--- src/rtl/uart_pkg.sv ---
// Shared types and default parameters for the UART TX arbiter.
// States and defaults live here so the top and bench agree on them.
package uart_pkg;

  localparam int NREQ_DEF      = 4;
  localparam int DW_DEF        = 8;
  localparam int MAX_BURST_DEF = 16;
  localparam int ACK_TMO_DEF   = 3;

  typedef enum logic [1:0] {
    IDLE,
    ISSUE,
    WAIT_ACK,
    WAIT_DONE
  } arb_state_t;

endpackage

--- src/rtl/uart_tx_arbiter_rr_pick.sv ---
// Round-robin pick: first request after ptr wins, wrapping.
// Pure combinational; one-hot gnt, all-zero when req is empty.
module rr_pick #(
  parameter int N  = 4,
  parameter int PW = (N > 1) ? $clog2(N) : 1
) (
  input  logic [N-1:0]  req,
  input  logic [PW-1:0] ptr,
  output logic [N-1:0]  gnt
);

  logic [PW-1:0] idx;
  logic          found;

  always_comb begin
    gnt   = '0;
    found = 1'b0;
    idx   = '0;
    for (int i = 1; i <= N; i++) begin
      idx = PW'((int'(ptr) + i) % N);
      if (!found && req[idx]) begin
        gnt[idx] = 1'b1;
        found    = 1'b1;
      end
    end
  end

endmodule

--- src/rtl/uart_tx_arbiter.sv ---
// Arbitrates byte streams from NREQ requesters onto one UART TX,
// with per-grant burst limit and an ack timeout on TX_BUSY.
module uart_tx_arbiter
  import uart_pkg::*;
#(
  parameter int NREQ      = NREQ_DEF,
  parameter int DW        = DW_DEF,
  parameter int MAX_BURST = MAX_BURST_DEF,
  parameter int ACK_TMO   = ACK_TMO_DEF
) (
  input  logic             CLK,
  input  logic             RST,
  input  logic [NREQ-1:0]    REQ_VALID,
  input  logic [NREQ*DW-1:0] REQ_DATA,
  input  logic [NREQ-1:0]    REQ_LAST,
  output logic [NREQ-1:0]    REQ_READY,
  input  logic             TX_BUSY,
  output logic [DW-1:0]    TX_DATA,
  output logic             TX_DATA_VALID,
  output logic [NREQ-1:0]  GRANT,
  output logic             ARB_BUSY,
  output logic             ERR_TMO
);

  localparam int PW = (NREQ > 1) ? $clog2(NREQ) : 1;
  localparam int BW = $clog2(MAX_BURST + 1);
  localparam int TW = (ACK_TMO > 1) ? $clog2(ACK_TMO) : 1;

  arb_state_t      state_q, state_d;
  logic [NREQ-1:0] grant_q, grant_d;
  logic [PW-1:0]   owner_q, owner_d;
  logic [PW-1:0]   lown_q, lown_d;
  logic [BW-1:0]   burst_q, burst_d;
  logic            last_q, last_d;
  logic [TW-1:0]   tmo_q, tmo_d;
  logic [DW-1:0]   txd_q, txd_d;
  logic            txv_q, txv_d;
  logic [NREQ-1:0] rdy_q, rdy_d;
  logic            err_q, err_d;

  logic [NREQ-1:0] pick_gnt;
  logic [PW-1:0]   pick_idx;
  logic [DW-1:0]   own_data;

  rr_pick #(.N(NREQ), .PW(PW)) u_pick (
    .req (REQ_VALID),
    .ptr (lown_q),
    .gnt (pick_gnt)
  );

  always_comb begin
    pick_idx = '0;
    for (int i = 0; i < NREQ; i++)
      if (pick_gnt[i]) pick_idx = PW'(i);
  end

  assign own_data = REQ_DATA[int'(owner_q)*DW +: DW];

  always_comb begin
    state_d = state_q;
    grant_d = grant_q;
    owner_d = owner_q;
    lown_d  = lown_q;
    burst_d = burst_q;
    last_d  = last_q;
    tmo_d   = tmo_q;
    txd_d   = txd_q;
    txv_d   = 1'b0;
    rdy_d   = '0;
    err_d   = err_q;
    unique case (state_q)
      IDLE: begin
        if (|REQ_VALID) begin
          grant_d = pick_gnt;
          owner_d = pick_idx;
          burst_d = '0;
          state_d = ISSUE;
        end
      end
      ISSUE: begin
        if (!REQ_VALID[owner_q]) begin
          grant_d = '0;
          lown_d  = owner_q;
          state_d = IDLE;
        end else if (!TX_BUSY) begin
          txv_d   = 1'b1;
          rdy_d   = grant_q;
          txd_d   = own_data;
          last_d  = REQ_LAST[owner_q];
          tmo_d   = '0;
          state_d = WAIT_ACK;
          if (burst_q != BW'(MAX_BURST))
            burst_d = burst_q + BW'(1);
        end
      end
      WAIT_ACK: begin
        if (TX_BUSY) begin
          state_d = WAIT_DONE;
        end else if (tmo_q == TW'(ACK_TMO - 1)) begin
          err_d   = 1'b1;
          grant_d = '0;
          lown_d  = owner_q;
          state_d = IDLE;
        end else begin
          tmo_d = tmo_q + TW'(1);
        end
      end
      WAIT_DONE: begin
        if (!TX_BUSY) begin
          if (last_q || burst_q == BW'(MAX_BURST)) begin
            grant_d = '0;
            lown_d  = owner_q;
            state_d = IDLE;
          end else begin
            state_d = ISSUE;
          end
        end
      end
      default: state_d = IDLE;
    endcase
  end

  always_ff @(posedge CLK or negedge RST) begin
    if (!RST) begin
      state_q <= IDLE;
      grant_q <= '0;
      owner_q <= '0;
      lown_q  <= PW'(NREQ - 1);
      burst_q <= '0;
      last_q  <= 1'b0;
      tmo_q   <= '0;
      txd_q   <= '0;
      txv_q   <= 1'b0;
      rdy_q   <= '0;
      err_q   <= 1'b0;
    end else begin
      state_q <= state_d;
      grant_q <= grant_d;
      owner_q <= owner_d;
      lown_q  <= lown_d;
      burst_q <= burst_d;
      last_q  <= last_d;
      tmo_q   <= tmo_d;
      txd_q   <= txd_d;
      txv_q   <= txv_d;
      rdy_q   <= rdy_d;
      err_q   <= err_d;
    end
  end

  assign GRANT         = grant_q;
  assign REQ_READY     = rdy_q;
  assign TX_DATA       = txd_q;
  assign TX_DATA_VALID = txv_q;
  assign ARB_BUSY      = (state_q != IDLE);
  assign ERR_TMO       = err_q;

endmodule

--- config.mk ---
export PLATFORM = sky130hd
export DESIGN_NAME = uart_tx_arbiter
export DESIGN_NICKNAME = d
export VERILOG_FILES = /design/src/rtl/uart_pkg.sv /design/src/rtl/uart_tx_arbiter_rr_pick.sv /design/src/rtl/uart_tx_arbiter.sv
export SDC_FILE = /design/constraint.sdc
export NUM_CORES = 1
export LEC_CHECK = 0
export CELL_PAD_IN_SITES_DETAIL_PLACEMENT = 1
export CELL_PAD_IN_SITES_GLOBAL_PLACEMENT = 2
export CORE_ASPECT_RATIO = 0.7
export CORE_MARGIN = 1
export CORE_UTILIZATION = 31
export DETAILED_ROUTE_END_ITERATION = 8
export GPL_TIMING_DRIVEN = 1
export PLACE_DENSITY_LB_ADDON = 0.1
export SETUP_SLACK_MARGIN = 0.1
export SLEW_MARGIN = 20
export SYNTH_ARGS = -nofsm -noshare
export SYNTH_HDL_FRONTEND = slang
export SYNTH_SLANG_ARGS = --single-unit
export TNS_END_PERCENT = 100
--- constraint.sdc ---
create_clock -name CLK -period 6.7 [get_ports CLK]
set_input_delay 1.34 -clock CLK [delete_from_list [all_inputs] [get_ports CLK]]
set_output_delay 1.34 -clock CLK [all_outputs]
set_load 0.02 [all_outputs]
# --- Yosys cells after proc, flatten, opt, wreduce, memory -nomap -nowiden ---
# Cells that the tools add are included.
word_totals:
  output_inout_bits: 19
  elab_cells: 141
  reg_bits: 32
  input_bits: 43
classes:
  n_eq_ne: 18
  shift: 1
  n_addsub: 6
  n_reduce_logical: 25
  n_lt_le_gt_ge: 9
  bitwise_logic: 4
  muxes: 67
op_table:
  columns: ["op", "n"]
  rows:
  - ["2-to-1 mux 4 bit", 13]
  - ["2-to-1 mux 2 bit", 17]
  - ["variable part select 32 x 6 -> 8 bit", 1]
  - ["2-to-1 mux 5 bit", 4]
  - ["inequality test 2 bit (second input constant)", 10]
  - ["2-to-1 mux 1 bit", 18]
  - ["case mux 4 bit (4 select lines)", 1]
  - ["< comparator 2 x 3 -> 1 bit (second input constant)", 5]
  - ["binary-select mux 1 bit (select 2 bit)", 6]
  - ["bitwise OR 4 bit", 3]
  - ["AND reduction 6 bit", 2]
  - ["case mux 5 bit (2 select lines)", 1]
  - ["AND reduction 5 bit", 2]
  - ["demux 1 bit (select 2 bit)", 4]
  - ["greater-or-equal comparator 2 x 1 -> 1 bit (second input constant)", 4]
  - ["case mux 2 bit (4 select lines)", 1]
  - ["logical AND 1 bit", 7]
  - ["adder 2 x 1 -> 2 bit (second input constant)", 3]
  - ["equality test 2 bit (second input constant)", 3]
  - ["inequality test 3 bit (second input constant)", 2]
  - ["case mux 2 bit (3 select lines)", 1]
  - ["AND reduction 3 bit", 2]
  - ["nonzero test 2 bit", 3]
  - ["adder 5 x 1 -> 5 bit (second input constant)", 1]
  - ["13 further kinds", 16]

# --- Logic depth before layout (Yosys ltp) ---
# Gate-level depths: netlist of the first run.
depth:
  depth_word: 16
  ltp_mapped: 9
  depth_no_buf: 8

# --- Hierarchy ---
# From an unflattened synthesis of the first run, not the netlist that was laid out.
unflattened:
  cells_unflattened: 182
  area_unflattened_um2: 2062.0
by_module_without_submodules:
  columns: ["module", "cells_each", "area_per_inst_um2", "instances", "seq_area_each_um2"]
  rows:
  - ["uart_tx_arbiter", 144, 1704.1, 1, 803.3]
  - ["rr_pick", 38, 357.8, 1, 0.0]

# --- Worst setup path before layout of the first run ---
# No wires, ideal clock.
synth_path:
  kind: "in2reg"
  start: "in REQ_VALID[1]"
  end: "reg grant_q[0], in the netlist GRANT[0]"
  required_ps: 6571
  path_stages: 6
  setup_ps: 129
  path_buffers: 2
  slack_ps: 3976
  arrival_time_ps: 2595
  cell_sequence: "buf_6 -> or4_1 -> and2_1 -> buf_2 -> a32oi_1 -> o31ai_1"
synth_via:
  elab_chain_len: 14
  word_cells_on_any_way: 32
  cone_classes: "eq/ne: 2; mux: 19; bitwise: 3; reduce/logical: 8"
synth_rtl:
  columns: ["element", "line", "text"]
  rows:
  - ["from (decl)", "uart_tx_arbiter.sv:13", "input logic [NREQ-1:0] REQ_VALID,"]
  - ["binary-select mux 1 bit (select 2 bit)", "uart_tx_arbiter_rr_pick.sv:21", "if (!found && req[idx]) begin"]
  - ["2-to-1 mux 1 bit (implied by the code)", "uart_tx_arbiter_rr_pick.sv:21", null]
  - ["2-to-1 mux 1 bit", "uart_tx_arbiter_rr_pick.sv:21", null]
  - ["zero test 1 bit", "uart_tx_arbiter_rr_pick.sv:21", null]
  - ["logical AND 1 bit", "uart_tx_arbiter_rr_pick.sv:21", null]
  - ["2-to-1 mux 1 bit", "uart_tx_arbiter_rr_pick.sv:21", null]
  - ["zero test 1 bit", "uart_tx_arbiter_rr_pick.sv:21", null]
  - ["logical AND 1 bit", "uart_tx_arbiter_rr_pick.sv:21", null]
  - ["2-to-1 mux 1 bit", "uart_tx_arbiter_rr_pick.sv:21", null]
  - ["zero test 1 bit", "uart_tx_arbiter_rr_pick.sv:21", null]
  - ["logical AND 1 bit", "uart_tx_arbiter_rr_pick.sv:21", null]
  - ["2-to-1 mux 4 bit", "uart_tx_arbiter_rr_pick.sv:21", null]
  - ["2-to-1 mux 4 bit", "uart_tx_arbiter.sv:73", "if (|REQ_VALID) begin"]
  - ["case mux 4 bit (4 select lines)", "uart_tx_arbiter.sv:71", "unique case (state_q)"]
  - ["to (signal assigned)", "uart_tx_arbiter.sv:138", "grant_q <= grant_d;"]
  - ["to (decl)", "uart_tx_arbiter.sv:30", "logic [NREQ-1:0] grant_q, grant_d;"]
# Several ways; a longest one is shown, not always the timed one. The select of a mux whose other input is x is not followed.
# A chain may end at the register's enable or synchronous reset.

# --- Final worst setup path of the first run ---
layout_path:
  start: "in REQ_VALID[1]"
  end: "reg rdy_q[0], in the netlist REQ_READY[0]"
layout_via:
  elab_chain_len: 4
layout_rtl:
  columns: ["element", "line", "text"]
  rows:
  - ["binary-select mux 1 bit (select 2 bit)", "uart_tx_arbiter.sv:81", "if (!REQ_VALID[owner_q]) begin"]
  - ["2-to-1 mux 1 bit (implied by the code)", "uart_tx_arbiter.sv:81", null]
  - ["2-to-1 mux 4 bit", "uart_tx_arbiter.sv:81", null]
  - ["2-to-1 mux 4 bit", "uart_tx_arbiter.sv:71", null]
  - ["via rdy_d[0]", "uart_tx_arbiter.sv:38", "logic [NREQ-1:0] rdy_q, rdy_d;"]
  - ["to (signal assigned)", "uart_tx_arbiter.sv:146", "rdy_q <= rdy_d;"]
  - ["to (decl)", "uart_tx_arbiter.sv:38", null]
# The timed path passes the listed nets, and every way through them passes these cells. The select of a mux whose other input is x is not followed.

==> impl_metrics.yaml, run 1 <==
outcome:
  status: "finished clean"
placed_design:
  port_buffers: 61
  dp_hpwl_um: 3960
  postPlaceCellArea_mm2: 0.00273
  dp_cells: 338
  globalplace.congestion: 0.763
  place_ws_ps: 3130
logic_synthesis:
  yosysWarningCount: 0
  synthTopCellsByCount: "42 x nand2_1, 30 x dfrtp_1, 13 x mux4_2"
  async_reset_ff_share_pct: 100
  synth_edf_count: 0
  avgSynthCellArea_um2: 10.6
  ys.flop_type: "dfrtp_1"
  syn_inst: 197
  yosys.area.top_type: "dfrtp_1"
  synthesis.area_mm2: 0.00209
  synth_nets: 251
  synth_seq_cells: 32
  synth_top_area_share_pct: 36.0
  yosysMostFrequentCell: "nand2_1"
  synthTopCellsByArea: "dfrtp_1 36%, mux4_2 14%, nand2_1 7.6%, ha_1 6.6%, dfstp_2 2.5%"
  ys_types: 47
  synth_seq_area_share_pct: 38.5
clocking:
  clkLatencyLatePin_ps: 280
  htree_levels: 2
  numClockSinks: 32
  clk_path_buf_depth: 2
  cts_tree: "done"
  post_cts_resized: 0
  cts_buffers: 5
  hold_buffers: 0
  postCtsSetupBuffers: 0
  cts_root_buf: "clkbuf_8"
  clk_pin_slew_worst_paths_ps: 70
power_and_ir_drop:
  power_density_mw_per_mm2: 402
  p_int_mw: 0.649
  p_seq_share_pct: 32.5
  switchingPower_mw: 0.488
  ir_drop_mv: 0.105
  swShare_pct: 42.9
  leakagePower_nw: 1.20
  power_frac_clock_pct: 13.9
  power.total_mw: 1.14
  pwr-share-comb_pct: 53.5
finish:
  antenna_cells: 0
  final_area_mm2: 0.00283
  fin_nets: 308
  fillers: 725
  area_growth_pct: 35.4
  layout-drive-gt1-share_pct: 14.1
  stdcell_count: 346
  post-route-util_pct: 44.4
timing:
  whs_ps: 473
  period_minus_slack_ps: 3210
  setup_ws_ps: 3490
  setup_viol: 0
  max_slew_margin_pct: 54.8
  final_hold_viol_count: 0
  fmax_ghz: 0.311
  rsz0062_at_grt: "no"
  clock_skew_ps: 7.49
  fin_crit_sh_pct: 47.9
  setup_tns_ps: 0
  slew_viol_final: 0
  worstMarginPinSlew_ps: 677
worst_setup_path:
  worst-setup-path-type: "input port to register"
  crit_arrival_ps: 3390
  r2r_end: "owner_q[0]$_DFFE_PN0P_"
  reg2reg_depth: 7
  ff2ff_setup_slack_ps: 4020
  r2r-start: "lown_q[0]$_DFFE_PN1P_"
  startpoint_type: "input port"
  crit_path_end: "REQ_READY[0]$_DFF_PN0_"
  cp.required_ps: 6880
  cp_max_fo: 15
  cp-end-kind: "register"
  cp-startpoint: "REQ_VALID[1]"
die:
  fp.dieW_um: 100
  fp.dieH_um: 70.7
  rows: 24
  dieArea_mm2: 0.00707
  coreArea_mm2: 0.00637
  pin_count: 62
  initial_core_util_pct: 32.8
global_route:
  grt_antenna_before_repair: 0
  grt_pass1_vias: 1782
  grt-ovfl-total: 0
  grt_max_degree: 33
  use_met3_pct: 4.94
  met2_usage_pct: 24.5
  grt_busiest_layer: "met2"
  grt_usage_pct: 16.3
  grt_pass1_wl_um: 9070
  use_met1_pct: 23.4
detailed_routing:
  ant_nets: 0
  routed_wl_um: 5240
  drc: 0
  firstDrtPassIters: 4
  wl_per_cell_um: 15.2
  dr_total_vias: 1710
  drt-vias-per-instance: 4.94
  drtIter0Drc: 60
hold_path:
  hold_path.class: "register to register"
run:
  cap_violations: 0
-- cell families after synthesis --
logic type      Yosys count  synth area share, %
flops                    32                 38.5
fa+ha+maj                11                 6.59
mux                      18                 17.3
compound gates           33                 12.4
xor+xnor                  3                 1.26
buf+inv                  21                 5.69
simple gates             79                 18.2
-- area by class of cell --
type | count | area, um2 | area share, %
Sequential cell | 32 | 803 | 28.4
Tap cell | 91 | 114 | 4.03
Timing Repair Buffer | 62 | 618 | 21.9
Clock inverter | 2 | 10.0 | 0.354
Multi-Input combinational cell | 144 | 1160 | 41.2
Clock buffer | 6 | 82.6 | 2.92
Inverter | 9 | 33.8 | 1.20
-- placed cells by master, fill, tap and decap left out, drive strengths merged, types with 4 or more instances in the layout --
| cell type | n |
|---|---|
| inv | 9 |
| ha | 11 |
| and2 | 6 |
| nand2 | 43 |
| nor2 | 12 |
| dfrtp | 30 |
| a31oi | 4 |
| clkbuf | 6 |
| o21ai | 11 |
| mux4 | 14 |
| clkdlybuf4s50 | 61 |
-- worst min-delay path by stage --
stage,startpoint,endpoint,slack (ps),depth (start not counted)
after global routing,ERR_TMO$_DFFE_PN0P_,ERR_TMO$_DFFE_PN0P_,490,1
after floorplan,tmo_q[0]$_DFFE_PN0P_,tmo_q[0]$_DFFE_PN0P_,480,1
after global placement,ERR_TMO$_DFFE_PN0P_,ERR_TMO$_DFFE_PN0P_,460,1
final,ERR_TMO$_DFFE_PN0P_,ERR_TMO$_DFFE_PN0P_,470,1
after detailed placement,ERR_TMO$_DFFE_PN0P_,ERR_TMO$_DFFE_PN0P_,460,1
after CTS,ERR_TMO$_DFFE_PN0P_,ERR_TMO$_DFFE_PN0P_,480,1
-- power groups by stage --
stage	Combinational, mW	Clock [mW]	Sequential, mW
final	0.609	0.159	0.370
after global routing	0.670	0.170	0.391
after CTS	0.615	0.162	0.376
after detailed placement	0.611	0	0.378
after global placement	0.611	0	0.379
after floorplan	0.432	0	0.355
-- worst max-delay path, stage by stage --
cell and delay (ps):
clkdlybuf4s50_1 600, mux4_2 590, nand2_1 110, or3_1 320, inv_2 210, and2_1 210
-- layer usage --
metal  vias up  part of all wire (%)  routed length [um]
li1        819                     -                   -
met1       824                    50                2620
met2        61                    42                2220
met3         6                   6.9                 362
met4         0                  0.82                  43
met5         -                     0                   0
-- registers in the layout (all words and copies together), names as in the netlist --
name and flops:
lown_q 2, owner_q 2, GRANT 4, TX_DATA 8, ERR_TMO 1, state_q 2
last_q 1, tmo_q 2, REQ_READY 4, TX_DATA_VALID 1, burst_q 5
Note: power is estimated with default switching activity, not from simulation.
==> inputs of run 2 (changes only) <==
Settings changed: CORE_UTILIZATION 31 to 26.
Clock period 6.7 ns to 2.9 ns, I/O delays scaled along.
==> run 2 against run 1 <==
Global-route usage decreased by 1.0 points. Sequential power increased by 100%. Non-clock buffer count up 6. Clock power grew to 3.1 times the previous value. Combinational power increased to 2.7 times the previous value. Cell count is 3.5% higher. Die area rose by 19%. Clock skew fell by 4.0 ps. Design area up 3.4%. Register-to-register slack worse by 3400 ps. Via count increased by 1.2%. Critical endpoint is now GRANT[0]$_DFFE_PN0P_.
==> impl_metrics.yaml, run 2 (synthesis gave the netlist of run 1 again) <==
worst_setup_path:
  crit_arrival_ps: 2580
  path_depth: 7
  cp-startpoint: "REQ_VALID[3]"
  crit_path_end: "GRANT[0]$_DFFE_PN0P_"
  path_cells: "clkdlybuf4s50_1 > mux4_2 > and2_1 > nor3_1 > a31oi_1 > a32oi_1 > o31ai_1"
  cp_slowest_stage_delay_ps: 590
  worst-setup-path-type: "input port to register"
  r2r-start: "lown_q[0]$_DFFE_PN1P_"
  ff2ff_setup_slack_ps: 630
  crit_slowest_cell: "clkdlybuf4s50_1"
  cp_max_fo: 11
  worst-path-buf-inv: 1
  reg2reg_depth: 7
  r2r_end: "owner_q[0]$_DFFE_PN0P_"
  critPathTopFamily: "buffers and inverters"
  cp.required_ps: 3050
  cp-end-kind: "register"
  startpoint_type: "input port"
detailed_routing:
  drc: 0
  wl_per_cell_um: 16.4
  drtIter0Drc: 62
  firstDrtPassIters: 4
  dr_total_vias: 1730
  ant_nets: 0
  routed_wl_um: 5880
  drt-vias-per-instance: 4.83
die:
  pin_count: 62
  initial_core_util_pct: 27.8
  coreArea_mm2: 0.00751
  rows: 26
  dieArea_mm2: 0.00840
  fp.dieW_um: 109
  fp.dieH_um: 77.0
finish:
  multiInputGateArea_mm2: 0.00116
  regArea_um2: 803
  layout-drive-gt1-share_pct: 15.4
  fin_nets: 314
  final_area_mm2: 0.00292
  fillers: 832
  stdcell_count: 358
  final_cell_mix: "61 x clkdlybuf4s50_1, 42 x nand2_1, 30 x dfrtp_1"
  layout_commonest_cell: "clkdlybuf4s50_1"
  largest_register_ffs: 8
  area_growth_pct: 40.0
  antenna_cells: 0
timing:
  final_hold_viol_count: 0
  rsz0062_at_grt: "no"
  fmax_ghz: 0.412
  setup_tns_ps: 0
  worstMarginPinSlew_ps: 512
  max_slew_margin_pct: 65.7
  fin_crit_sh_pct: 83.8
  clock_skew_ps: 3.46
  setup_viol: 0
  period_minus_slack_ps: 2430
  whs_ps: 475
  slew_viol_final: 0
placed_design:
  dp_cells: 351
  port_buffers: 61
  globalplace.congestion: 0.758
  dp_hpwl_um: 4480
  postPlaceCellArea_mm2: 0.00279
clocking:
  post_cts_resized: 0
  clk_pin_slew_worst_paths_ps: 50
  hold_buffers: 0
  cts_root_buf: "clkbuf_16"
  cts_buffers: 5
  clkLatencyLatePin_ps: 270
  htree_levels: 2
  postCtsSetupBuffers: 0
  cts_tree: "done"
  numClockSinks: 32
  clk_path_buf_depth: 2
run:
  cap_violations: 0
global_route:
  grt_pass1_vias: 1795
  grt_busiest_layer: "met1"
  use_met1_pct: 24.0
  use_met3_pct: 4.17
  grt-ovfl-total: 0
  grt_pass1_wl_um: 9640
  met2_usage_pct: 20.6
  grt_antenna_before_repair: 0
  grt_max_degree: 33
  grt_usage_pct: 15.2
outcome:
  status: "finished clean"
power_and_ir_drop:
  power_density_mw_per_mm2: 982
  ir_drop_mv: 0.309
  leakagePower_nw: 1.24
hold_path:
  hold_path.class: "register to register"
## run 2: power by group
group | internal, mW | switching (mW)
sequential | 0.614 | 0.136
combinational | 0.751 | 0.875
clock | 0.312 | 0.182
total | 1.68 | 1.19
## run 2: stage by stage
stage	setup WS (ps)	total power [mW]	utilization (%)
after global placement	228	2.41	37.1
final	471	2.87	38.9
after floorplan	541	1.82	-
after detailed placement	191	2.40	37.1
after global routing	299	3.10	38.9
after CTS	479	2.90	38.9
## run 2: worst min-delay path by stage
| stage | start | endpoint | slack (ps) | cells past startpoint |
|---|---|---|---|---|
| 6_report | ERR_TMO$_DFFE_PN0P_ | ERR_TMO$_DFFE_PN0P_ | 470 | 1 |
| 5_1_grt | TX_DATA[4]$_DFFE_PN0P_ | TX_DATA[4]$_DFFE_PN0P_ | 490 | 2 |
| 4_1_cts | ERR_TMO$_DFFE_PN0P_ | ERR_TMO$_DFFE_PN0P_ | 480 | 1 |
| 3_5_place_dp | ERR_TMO$_DFFE_PN0P_ | ERR_TMO$_DFFE_PN0P_ | 460 | 1 |
| 3_3_place_gp | TX_DATA[1]$_DFFE_PN0P_ | TX_DATA[1]$_DFFE_PN0P_ | 460 | 2 |
| 2_1_floorplan | RST | ERR_TMO$_DFFE_PN0P_ | 280 | 0 |
## run 2: metal layers
metal	share of wire [%]	wire length, um
met1	55	3260
met2	41	2410
met3	3.4	200
met4	0.31	18
met5	0	0
## run 2: layout make-up
type | instances | area share (%)
Sequential cell | 32 | 27.5
Timing Repair Buffer | 68 | 22.7
Clock inverter | 1 | 0.171
Inverter | 9 | 1.16
Clock buffer | 6 | 4.41
Tap cell | 98 | 4.20
Multi-Input combinational cell | 144 | 39.9
==> inputs of run 3 (changes only) <==
Settings changed: CORE_UTILIZATION 26 to 29.
Clock period 2.9 ns to 2.4 ns, I/O delays scaled along.
==> run 3 against run 2 <==
Sequential power is 17% higher. Via count is 5.5% higher. Combinational power is 31% higher. Sequential cell count stayed put. Total power is 25% higher. Wire length is 0.41% higher. Largest power group unchanged. Non-clock buffer count is 17 higher. First-iteration DRC count is 3.2% lower. Global-route usage is 1.8 points higher. Design area is 4.7% higher. Critical endpoint is now owner_q[0]$_DFFE_PN0P_. Highest routed layer unchanged.
==> impl_metrics.yaml, run 3 (synthesis gave the netlist of run 1 again) <==
outcome:
  status: "finished clean"
finish:
  regArea_um2: 803
  fin_nets: 331
  area_growth_pct: 46.5
  antenna_cells: 0
  fillers: 749
  layout-drive-gt1-share_pct: 22.3
  final_area_mm2: 0.00306
  largest_register_ffs: 8
  final_cell_mix: "60 x clkdlybuf4s50_1, 42 x nand2_1, 30 x dfrtp_1"
  layout_commonest_cell: "clkdlybuf4s50_1"
  multiInputGateArea_mm2: 0.00118
clocking:
  clk_path_buf_depth: 2
  clkLatencyLatePin_ps: 290
  cts_root_buf: "clkbuf_8"
  numClockSinks: 32
  hold_buffers: 0
  htree_levels: 2
  clk_pin_slew_worst_paths_ps: 70
  cts_buffers: 5
  cts_tree: "done"
die:
  rows: 25
  coreArea_mm2: 0.00685
  pin_count: 62
  dieArea_mm2: 0.00755
  initial_core_util_pct: 30.5
  fp.dieW_um: 103
  fp.dieH_um: 73.0
detailed_routing:
  drtIter0Drc: 60
  dr_total_vias: 1826
  firstDrtPassIters: 4
  drc: 0
  wl_per_cell_um: 15.9
  drt-vias-per-instance: 4.91
  routed_wl_um: 5910
  ant_nets: 0
global_route:
  grt-ovfl-total: 0
  grt_pass1_wl_um: 9470
  grt_antenna_before_repair: 0
  grt_max_degree: 33
  grt_usage_pct: 17.0
  grt_pass1_vias: 1826
worst_setup_path:
  worst-path-buf-inv: 2
  startpoint_type: "input port"
  crit_arrival_ps: 2420
  worst-setup-path-type: "input port to register"
  crit_slowest_cell: "mux4_2"
  path_cells: "clkdlybuf4s50_1 > buf_4 > mux4_2 > nand2_1 > o21ai_1 > a221oi_2 > nand2_1 > a31oi_1"
  ff2ff_setup_slack_ps: 190
  cp_max_fo: 5
  cp.required_ps: 2600
  cp-end-kind: "register"
  cpMostUsedCell: "nand2_1"
  critPathTopFamily: "buffers and inverters"
  cp_slowest_stage_delay_ps: 510
timing:
  setup_viol: 0
  worstMarginPinSlew_ps: 428
  slew_viol_final: 0
  rsz0062_at_grt: "yes"
  fmax_ghz: 0.451
  clock_skew_ps: 6.94
  period_minus_slack_ps: 2220
  max_slew_margin_pct: 71.5
  final_hold_viol_count: 0
  setup_tns_ps: 0
  fin_crit_sh_pct: 92.4
placed_design:
  port_buffers: 61
  globalplace.congestion: 0.757
  dp_hpwl_um: 4530
  postPlaceCellArea_mm2: 0.00292
power_and_ir_drop:
  power_density_mw_per_mm2: 1170
  ir_drop_mv: 0.387
  leakagePower_nw: 1.33
run:
  cap_violations: 0
hold_path:
  hold_path.class: "register to register"
run 3: layer usage:
metal	part of all wire, %	track usage (%)	vias up
met3	3.8	4.41	8
met2	43	23.5	37
met1	52	26.2	913
li1	-	-	868
met5	0	0	-
met4	0.81	4.23	0
run 3: worst paths after layout:
| kind | start | endpoint | cells past startpoint |
|---|---|---|---|
| worst max-delay path | REQ_VALID[3] | owner_q[0]$_DFFE_PN0P_ | 8 |
| worst min-delay path | ERR_TMO$_DFFE_PN0P_ | ERR_TMO$_DFFE_PN0P_ | 1 |
| worst max register to register | lown_q[1]$_DFFE_PN1P_ | owner_q[0]$_DFFE_PN0P_ | 8 |
| worst min register to register | ERR_TMO$_DFFE_PN0P_ | ERR_TMO$_DFFE_PN0P_ | 1 |
| max in group asynchronous | RST | lown_q[1]$_DFFE_PN1P_ | 2 |
| min in group asynchronous | RST | state_q[1]$_DFFE_PN0P_ | 2 |
run 3: per-stage QoR:
| step | utilization [%] | cells | total power, mW | hold WS (ps) | setup WS (ps) |
|---|---|---|---|---|---|
| after floorplan | - | 197 | 2.22 | 184 | 129 |
| after global placement | 42.6 | 363 | 3.00 | 459 | -155 |
| after detailed placement | 42.6 | 363 | 2.99 | 461 | -137 |
| after CTS | 44.4 | 371 | 3.60 | 479 | 106 |
| after global routing | 44.6 | 372 | 3.87 | 492 | 61.3 |
| final | 44.6 | 372 | 3.59 | 471 | 181 |
run 3: cell type report:
class	instances	share of cell area (%)
sequential	32	26.3
multi-input combinational	144	38.7
tap	94	3.85
clock buffer	7	3.15
inverter	9	1.10
timing repair buffer	85	25.9
clock inverter	1	0.982
run 3: power by group:
group	switching (mW)	internal (mW)
Combinational	1.10	1.03
Sequential	0.136	0.741
Clock	0.211	0.366
Total	1.45	2.14
run 3: what timing repair did:
action | 4_1_cts | 5_1_grt
resized for setup | 0 | 3
setup buffers | 0 | 1
setup endpoints to repair | 0 | 7
endpoints found under the hold margin | 0 | 0
